<file path="src/rtl/ddr_arb_pkg.sv">
// Shared definitions for the DDR port arbiter: FSM encoding, requester
// indices and a one-hot to index helper.
package ddr_arb_pkg;

  localparam int NUM_REQ   = 3;
  localparam int REQ_INSTR = 0;
  localparam int REQ_DATA  = 1;
  localparam int REQ_CTXT  = 2;

  typedef enum logic [2:0] {
    S_IDLE     = 3'd0,
    S_GRANT    = 3'd1,
    S_RD_BURST = 3'd2,
    S_WR_BURST = 3'd3,
    S_DONE     = 3'd4
  } state_t;

  // Index of the set bit of a one-hot requester vector (0 when empty).
  function automatic logic [1:0] onehot_idx(input logic [NUM_REQ-1:0] oh);
    logic [1:0] idx;
    idx = '0;
    for (int i = 0; i < NUM_REQ; i++)
      if (oh[i]) idx = 2'(i);
    return idx;
  endfunction

endpackage

</file>
<file path="src/rtl/ddr_port_arbiter_if.sv">
// Requester-side and DDR-controller-side signals of the DDR port arbiter.
// slave = arbiter, master = requesters plus DDR controller environment.
interface ddr_port_arbiter_if
  import ddr_arb_pkg::*;
#(
  parameter int DDR_ADDR_WIDTH = 28,
  parameter int DATA_WIDTH     = 16
);
  // requester side
  logic [NUM_REQ-1:0]                     req;
  logic [NUM_REQ-1:0]                     req_we;
  logic [NUM_REQ-1:0][DDR_ADDR_WIDTH-1:0] req_addr;
  logic [NUM_REQ-1:0][DATA_WIDTH-1:0]     req_wdata;
  logic [NUM_REQ-1:0]                     gnt;
  logic [NUM_REQ-1:0]                     done;
  logic [DATA_WIDTH-1:0]                  rdata;
  logic [NUM_REQ-1:0]                     rdata_valid;
  logic [NUM_REQ-1:0]                     wdata_req;
  // DDR controller side
  logic                      ddr_rd_req;
  logic                      ddr_wr_req;
  logic [DDR_ADDR_WIDTH-1:0] ddr_addr;
  logic [9:0]                ddr_burst_len;
  logic [DATA_WIDTH-1:0]     ddr_wdata;
  logic                      ddr_wr_data_req;
  logic                      ddr_rd_data_valid;
  logic [DATA_WIDTH-1:0]     ddr_rdata;
  logic                      ddr_rd_finish;
  logic                      ddr_wr_finish;
  logic                      err_extra_beat;

  modport slave (
    input  req, req_we, req_addr, req_wdata,
    input  ddr_wr_data_req, ddr_rd_data_valid, ddr_rdata, ddr_rd_finish, ddr_wr_finish,
    output gnt, done, rdata, rdata_valid, wdata_req,
    output ddr_rd_req, ddr_wr_req, ddr_addr, ddr_burst_len, ddr_wdata, err_extra_beat
  );

  modport master (
    output req, req_we, req_addr, req_wdata,
    output ddr_wr_data_req, ddr_rd_data_valid, ddr_rdata, ddr_rd_finish, ddr_wr_finish,
    input  gnt, done, rdata, rdata_valid, wdata_req,
    input  ddr_rd_req, ddr_wr_req, ddr_addr, ddr_burst_len, ddr_wdata, err_extra_beat
  );

endinterface

</file>
<file path="src/rtl/ddr_arb_select.sv">
// Combinational winner selection for the DDR port arbiter.
// Build option DDR_ARB_ROUND_ROBIN_EN: round-robin starting after the last
// winner (ptr_i); otherwise fixed priority CTXT > DATA > INSTR and ptr_i
// is ignored.
module ddr_arb_select
  import ddr_arb_pkg::*;
(
  input  logic [NUM_REQ-1:0] req_i,
  input  logic [1:0]         ptr_i,
  output logic [NUM_REQ-1:0] win_o
);

`ifdef DDR_ARB_ROUND_ROBIN_EN
  int   idx;
  logic found;

  // Walk requesters starting one past the last winner; first hit wins.
  always_comb begin
    win_o = '0;
    idx   = 0;
    found = 1'b0;
    for (int k = 1; k <= NUM_REQ; k++) begin
      idx = (int'(ptr_i) + k) % NUM_REQ;
      if (!found && req_i[idx]) begin
        win_o[idx] = 1'b1;
        found      = 1'b1;
      end
    end
  end
`else
  logic ptr_unused;
  assign ptr_unused = ^ptr_i;

  // Fixed priority: context save/restore, then data cache, then fetch.
  always_comb begin
    win_o = '0;
    if      (req_i[REQ_CTXT])  win_o[REQ_CTXT]  = 1'b1;
    else if (req_i[REQ_DATA])  win_o[REQ_DATA]  = 1'b1;
    else if (req_i[REQ_INSTR]) win_o[REQ_INSTR] = 1'b1;
  end
`endif

endmodule

</file>
<file path="src/rtl/ddr_port_arbiter.sv">
// DDR port arbiter: three requesters share one DDR burst port.
// IDLE -> GRANT -> RD_BURST/WR_BURST -> DONE -> IDLE. Bursts end only on the
// controller's finish strobe; beats past BURST_LEN are dropped and flag a
// sticky error. Build option DDR_ARB_ROUND_ROBIN_EN selects round-robin
// arbitration (pointer = last winner); default is fixed priority.
module ddr_port_arbiter
  import ddr_arb_pkg::*;
#(
  parameter int DDR_ADDR_WIDTH = 28,
  parameter int DATA_WIDTH     = 16,
  parameter int BURST_LEN      = 16
)(
  input logic              clk,
  input logic              rst,
  ddr_port_arbiter_if.slave bus
);

  localparam logic [9:0] BL = 10'(BURST_LEN);

  state_t                    state_q;
  logic                      init_q;
  logic [NUM_REQ-1:0]        gnt_q, done_q;
  logic                      we_q, rd_req_q, wr_req_q, err_q;
  logic [DDR_ADDR_WIDTH-1:0] addr_q;
  logic [9:0]                cnt_q, cnt_d;
  logic [NUM_REQ-1:0]        win;
  logic [1:0]                win_idx, gnt_idx, ptr;
  logic                      rd_beat, wr_beat, in_window;

`ifdef DDR_ARB_ROUND_ROBIN_EN
  logic [1:0] ptr_q;
  assign ptr = ptr_q;
`else
  assign ptr = '0;
`endif

  ddr_arb_select u_select (
    .req_i (bus.req),
    .ptr_i (ptr),
    .win_o (win)
  );

  assign win_idx   = onehot_idx(win);
  assign gnt_idx   = onehot_idx(gnt_q);
  assign rd_beat   = (state_q == S_RD_BURST) && bus.ddr_rd_data_valid;
  assign wr_beat   = (state_q == S_WR_BURST) && bus.ddr_wr_data_req;
  assign in_window = (cnt_q < BL);
  assign cnt_d     = (cnt_q == 10'h3FF) ? cnt_q : cnt_q + 10'd1;

  // Arbitration FSM; all non-beat outputs are registered here.
  always_ff @(posedge clk or negedge rst) begin
    if (!rst) begin
      state_q  <= S_IDLE;
      init_q   <= 1'b0;
      gnt_q    <= '0;
      done_q   <= '0;
      we_q     <= 1'b0;
      rd_req_q <= 1'b0;
      wr_req_q <= 1'b0;
      addr_q   <= '0;
      cnt_q    <= '0;
      err_q    <= 1'b0;
`ifdef DDR_ARB_ROUND_ROBIN_EN
      ptr_q    <= '0;
`endif
    end else begin
      // one settling cycle after reset before the first grant
      init_q <= 1'b1;
      if ((rd_beat || wr_beat) && !in_window) err_q <= 1'b1;
      case (state_q)
        S_IDLE: begin
          if (init_q && |bus.req) begin
            state_q  <= S_GRANT;
            gnt_q    <= win;
            addr_q   <= bus.req_addr[win_idx];
            we_q     <= bus.req_we[win_idx];
            rd_req_q <= !bus.req_we[win_idx];
            wr_req_q <= bus.req_we[win_idx];
          end
        end
        S_GRANT: begin
          cnt_q   <= '0;
          state_q <= we_q ? S_WR_BURST : S_RD_BURST;
        end
        S_RD_BURST: begin
          if (rd_beat) cnt_q <= cnt_d;
          if (bus.ddr_rd_finish) begin
            state_q  <= S_DONE;
            rd_req_q <= 1'b0;
            done_q   <= gnt_q;
          end
        end
        S_WR_BURST: begin
          if (wr_beat) cnt_q <= cnt_d;
          if (bus.ddr_wr_finish) begin
            state_q  <= S_DONE;
            wr_req_q <= 1'b0;
            done_q   <= gnt_q;
          end
        end
        S_DONE: begin
          state_q <= S_IDLE;
          done_q  <= '0;
          gnt_q   <= '0;
`ifdef DDR_ARB_ROUND_ROBIN_EN
          ptr_q   <= gnt_idx;
`endif
        end
        default: state_q <= S_IDLE;
      endcase
    end
  end

  assign bus.gnt            = gnt_q;
  assign bus.done           = done_q;
  assign bus.ddr_rd_req     = rd_req_q;
  assign bus.ddr_wr_req     = wr_req_q;
  assign bus.ddr_addr       = addr_q;
  assign bus.ddr_burst_len  = BL;
  assign bus.err_extra_beat = err_q;

  // Beat forwarding is combinational; only the winner's strobes can fire.
  assign bus.rdata_valid = (rd_beat && in_window) ? gnt_q : '0;
  assign bus.rdata       = (rd_beat && in_window) ? bus.ddr_rdata : '0;
  assign bus.wdata_req   = (wr_beat && in_window) ? gnt_q : '0;
  assign bus.ddr_wdata   = (state_q == S_WR_BURST) ? bus.req_wdata[gnt_idx] : '0;

endmodule
</file>
<file path="src/flat_wrapper.sv">
// flat-port wrapper written by rule: the top's interface ports become plain ports
module ddr_port_arbiter_flat import ddr_arb_pkg::*;
#(
  parameter int DDR_ADDR_WIDTH = 28,
  parameter int DATA_WIDTH     = 16,
  parameter int BURST_LEN      = 16
)
  (clk, rst, bus_req, bus_req_we, bus_req_addr, bus_req_wdata, bus_ddr_wr_data_req, bus_ddr_rd_data_valid, bus_ddr_rdata, bus_ddr_rd_finish, bus_ddr_wr_finish, bus_gnt, bus_done, bus_rdata, bus_rdata_valid, bus_wdata_req, bus_ddr_rd_req, bus_ddr_wr_req, bus_ddr_addr, bus_ddr_burst_len, bus_ddr_wdata, bus_err_extra_beat);
  ddr_port_arbiter_if #(.DDR_ADDR_WIDTH(DDR_ADDR_WIDTH), .DATA_WIDTH(DATA_WIDTH)) bus_i ();
  input logic clk;
  input logic rst;
  input wire logic [$bits(bus_i.req)-1:0] bus_req;
  input wire logic [$bits(bus_i.req_we)-1:0] bus_req_we;
  input wire logic [$bits(bus_i.req_addr)-1:0] bus_req_addr;
  input wire logic [$bits(bus_i.req_wdata)-1:0] bus_req_wdata;
  input wire logic [$bits(bus_i.ddr_wr_data_req)-1:0] bus_ddr_wr_data_req;
  input wire logic [$bits(bus_i.ddr_rd_data_valid)-1:0] bus_ddr_rd_data_valid;
  input wire logic [$bits(bus_i.ddr_rdata)-1:0] bus_ddr_rdata;
  input wire logic [$bits(bus_i.ddr_rd_finish)-1:0] bus_ddr_rd_finish;
  input wire logic [$bits(bus_i.ddr_wr_finish)-1:0] bus_ddr_wr_finish;
  output wire logic [$bits(bus_i.gnt)-1:0] bus_gnt;
  output wire logic [$bits(bus_i.done)-1:0] bus_done;
  output wire logic [$bits(bus_i.rdata)-1:0] bus_rdata;
  output wire logic [$bits(bus_i.rdata_valid)-1:0] bus_rdata_valid;
  output wire logic [$bits(bus_i.wdata_req)-1:0] bus_wdata_req;
  output wire logic [$bits(bus_i.ddr_rd_req)-1:0] bus_ddr_rd_req;
  output wire logic [$bits(bus_i.ddr_wr_req)-1:0] bus_ddr_wr_req;
  output wire logic [$bits(bus_i.ddr_addr)-1:0] bus_ddr_addr;
  output wire logic [$bits(bus_i.ddr_burst_len)-1:0] bus_ddr_burst_len;
  output wire logic [$bits(bus_i.ddr_wdata)-1:0] bus_ddr_wdata;
  output wire logic [$bits(bus_i.err_extra_beat)-1:0] bus_err_extra_beat;
  assign bus_i.req = bus_req;
  assign bus_i.req_we = bus_req_we;
  assign bus_i.req_addr = bus_req_addr;
  assign bus_i.req_wdata = bus_req_wdata;
  assign bus_i.ddr_wr_data_req = bus_ddr_wr_data_req;
  assign bus_i.ddr_rd_data_valid = bus_ddr_rd_data_valid;
  assign bus_i.ddr_rdata = bus_ddr_rdata;
  assign bus_i.ddr_rd_finish = bus_ddr_rd_finish;
  assign bus_i.ddr_wr_finish = bus_ddr_wr_finish;
  assign bus_gnt = bus_i.gnt;
  assign bus_done = bus_i.done;
  assign bus_rdata = bus_i.rdata;
  assign bus_rdata_valid = bus_i.rdata_valid;
  assign bus_wdata_req = bus_i.wdata_req;
  assign bus_ddr_rd_req = bus_i.ddr_rd_req;
  assign bus_ddr_wr_req = bus_i.ddr_wr_req;
  assign bus_ddr_addr = bus_i.ddr_addr;
  assign bus_ddr_burst_len = bus_i.ddr_burst_len;
  assign bus_ddr_wdata = bus_i.ddr_wdata;
  assign bus_err_extra_beat = bus_i.err_extra_beat;
  ddr_port_arbiter #(.DDR_ADDR_WIDTH(DDR_ADDR_WIDTH), .DATA_WIDTH(DATA_WIDTH), .BURST_LEN(BURST_LEN)) u_core (.clk(clk), .rst(rst), .bus(bus_i));
endmodule
</file>
<file path="config.mk">
export PLATFORM = sky130hd
export DESIGN_NAME = ddr_port_arbiter_flat
export DESIGN_NICKNAME = d
export VERILOG_FILES = /design/src/rtl/ddr_arb_pkg.sv /design/src/rtl/ddr_port_arbiter_if.sv /design/src/rtl/ddr_arb_select.sv /design/src/rtl/ddr_port_arbiter.sv /design/src/flat_wrapper.sv
export SDC_FILE = /design/constraint.sdc
export NUM_CORES = 1
export LEC_CHECK = 0
export ABC_AREA = 0
export CORE_ASPECT_RATIO = 1.2
export CORE_UTILIZATION = 32
export DETAILED_ROUTE_END_ITERATION = 8
export PLACE_DENSITY = 0.85
export SYNTH_ARGS = -nofsm -noshare
export SYNTH_HDL_FRONTEND = slang
export SYNTH_HIERARCHICAL = 1
export SYNTH_SLANG_ARGS = --single-unit
</file>
<file path="constraint.sdc">
create_clock -name clk -period 2 [get_ports clk]
set_input_delay 0.4 -clock clk [delete_from_list [all_inputs] [get_ports clk]]
set_output_delay 0.4 -clock clk [all_outputs]
set_load 0.01 [all_outputs]
</file>
==> metrics.cfg <==
[status]
outcome = finished with violations
violations = setup timing

[pwr]
cellLeakagePower_nw = 2.84
p_total_w = 0.00652
power_density_mw_per_mm2 = 997
vdd_drop_max_uv = 403

[synth]
netlist.area_leader.share_pct = 37.1
yosys.area_share.adder_pct = 0.357
synth_compound_area_share_pct = 17.2
synth_seq_area_share_pct = 37.1
avgSynthCellArea_sq_um = 8.10
synth-simple-area-share_pct = 22.6
synth_xor_area_share_pct = 0
synth.area.top_cells = dfrtp_1, mux2i_1, a21oi_1, nor2_1, o21ai_0
synth_seq_cells = 52
synth_cells = 433
synth_top_family_by_area = simple AND/OR/NAND/NOR gates
synth_cell_type_count = 42
synth_top_area_cell = dfrtp_1
netlist_area_sq_mm = 0.00351
yosys_warnings = 6
muxShareOfSynthArea_pct = 15.2

[place]
gp_congestion = 0.834
dp.cells = 797
port_buffers = 234
dp_hpwl_microns = 9310

[floorplan]
die_h_microns = 117
die_w_microns = 97.6
start_util_pct = 33.2
io_pins = 245
coreArea_sq_mm = 0.0106
die_area_sq_mm = 0.0114
num_rows = 41

[critical_path]
worstSetupStartpointType = flip-flop
required_ns = 1.60
timing.critical_path.mode_cell = buf_6
cp_max_fo = 5
endpoint_kind = output port
crit_slowest_cell = or4_4
arrival_ns = 2.14
path_class = flip-flop to output port
reg2regPathDepth = 6
crit_path_cell_trace = or4_4 > nor3_4 > and4b_2 > buf_6 > buf_16 > and2_4 > buf_6
crit_path_max_incr_delay_ns = 0.54

[timing]
fin_crit_ns = 2.54
rsz0062_at_grt = true
slew_headroom_pct = 66.2
tightest_slew_ns = 0.507
fin_skew_ns = 0.00520
hold_viol = 0
hold_ws_ns = 0.0445
report.final.slew_viol_count = 0
setup_ws_ns = -0.535
setup_violations = 26
post-route-period-util_pct = 127
maxClockFrequency_mhz = 394

[cells_and_area]
nFillCells = 883
mostFrequentLayoutCells = clkdlybuf4s50_1, nor2_1, a21oi_1, dfrtp_1, mux2i_1
antenna_cells = 0
num-nets-final = 855
instances_no_fill = 824
drive_gt1_share_pct = 19.7
fin_util_pct = 61.9
final_common_cell = clkdlybuf4s50_1
seqCellArea_sq_mm = 0.00130
area_growth_pct = 86.4
multi_input_area_sq_mm = 0.00205

[cts]
hold_buffers = 0
htree_levels = 2
cts_sinks = 52
cts.clk_slew.worst_paths_ns = 0.07
clock_path_buffers = 2
clk_latency_ns = 0.29
cts_buffers = 5
ctsRootBufferMaster = clkbuf_16
cts_tree = done

[global_routing]
overflow = 0
antenna_found_initial = 0
grt_pass1_vias = 3943
grt_max_degree = 59
grt_pass1_wl_microns = 18600
grt_usage_pct = 20.3

[hold_path]
min_path_type = primary input to async pin

[detailed_routing]
drc_errors = 0
drtIter0Drc = 190
post_drt_wl_per_cell_microns = 14.8
viasPerCell = 4.89
routed_wl_microns = 12200
antenna_left = 0
vias = 4031
first_pass_iters = 4

[job]
drv_cap = 0

## synth_stat cells (all sizes together)
| cell | number |
|---|---|
| or4 | 3 |
| a311oi | 1 |
| o221ai | 1 |
| o21bai | 1 |
| dfrtp | 52 |
| a22oi | 2 |
| and2 | 20 |
| nor3 | 3 |
| nor3b | 2 |
| buf | 22 |
| conb | 2 |
| a21boi | 1 |
| mux2 | 1 |
| clkbuf | 19 |
| and4 | 3 |
| nand2 | 45 |
| inv | 9 |
| and4b | 1 |
| o31ai | 1 |
| a31oi | 7 |
| nand2b | 3 |
| nor4 | 3 |
| a21oi | 52 |
| o21a | 2 |
| nor2 | 69 |
| nand3 | 7 |
| nor2b | 4 |
| o211ai | 2 |
| o21ai | 36 |
| mux2i | 52 |
| a22o | 2 |
| ha | 1 |
| nand4 | 2 |
| a2bb2oi | 2 |
## final timing paths
check / start / slack (ns) / to
hold reg to reg: u_core/bus.err_extra_beat / 0.49 / u_core/bus.err_extra_beat
hold / removal: rst / 0.04 / u_core/cnt_q[9]
setup reg to reg: u_core/cnt_q[1] / 0.10 / u_core/cnt_q[4]
setup / recovery: u_core/cnt_q[5] / -0.54 / bus_rdata[5]
min in group clk: u_core/bus.err_extra_beat / 0.49 / u_core/bus.err_extra_beat
max in group asynchronous: rst / 1.34 / u_core/bus.ddr_addr[11]
## worst max-delay path, delay by kind of cell, from the launching register on
family | cells | cell delay [ns]
flops | 1 | 0.38
buf+inv | 3 | 0.35
simple gates | 4 | 1.11
## stage by stage
stage | instance area, sq um | setup TNS (ns) | setup slack, ns
global route | 6540 | -11.92 | -0.608
CTS | 6580 | -11.82 | -0.587
floorplan | 3540 | -1.23 | -0.114
global placement | 6140 | -14.55 | -0.493
finish | 6540 | -10.08 | -0.535
detailed placement | 6140 | -17.87 | -0.561
## per-layer routing
metal,track usage [%],routed length [microns],up-vias
met3,4.85,813,20
met2,40.2,6580,192
li1,-,-,1990
met1,21.0,4520,1829
met4,6.76,260,0
met5,0,0,-
## power breakdown
group,total (W),switching (W),internal (W)
sequential,0.00172,0.000265,0.00146
combinational,0.00391,0.00172,0.00219
clock,0.000889,0.000390,0.000498
## state kept, by name, summed over array words and instances (netlist names), 3 cells and up
register,flops
u_core/bus.ddr_addr,28
u_core/cnt_q,10
u_core/bus.done,3
u_core/bus.gnt,3
u_core/state_q,3
## cell families after synthesis
kind of cell,count (synthesis)
compound gates,110
flops,52
fa+ha+maj,1
buf+inv,50
other cells,2
simple gates,165
mux,53
## what timing repair did
item	4_1_cts	5_1_grt
setup buffers	16	6
pin swaps	22	14
gates cloned	4	0
resized for setup	191	24
setup endpoints to repair	38	34
## cell type report
| cell class | instances | area share, % |
|---|---|---|
| Clock buffer | 6 | 2.12 |
| Multi-Input combinational cell | 340 | 31.4 |
| Timing Repair Buffer | 286 | 43.3 |
| Tap cell | 129 | 2.47 |
| Sequential cell | 52 | 19.9 |
| Inverter | 9 | 0.517 |
| Clock inverter | 2 | 0.230 |
No activity file was read; power rests on OpenSTA's default activity.
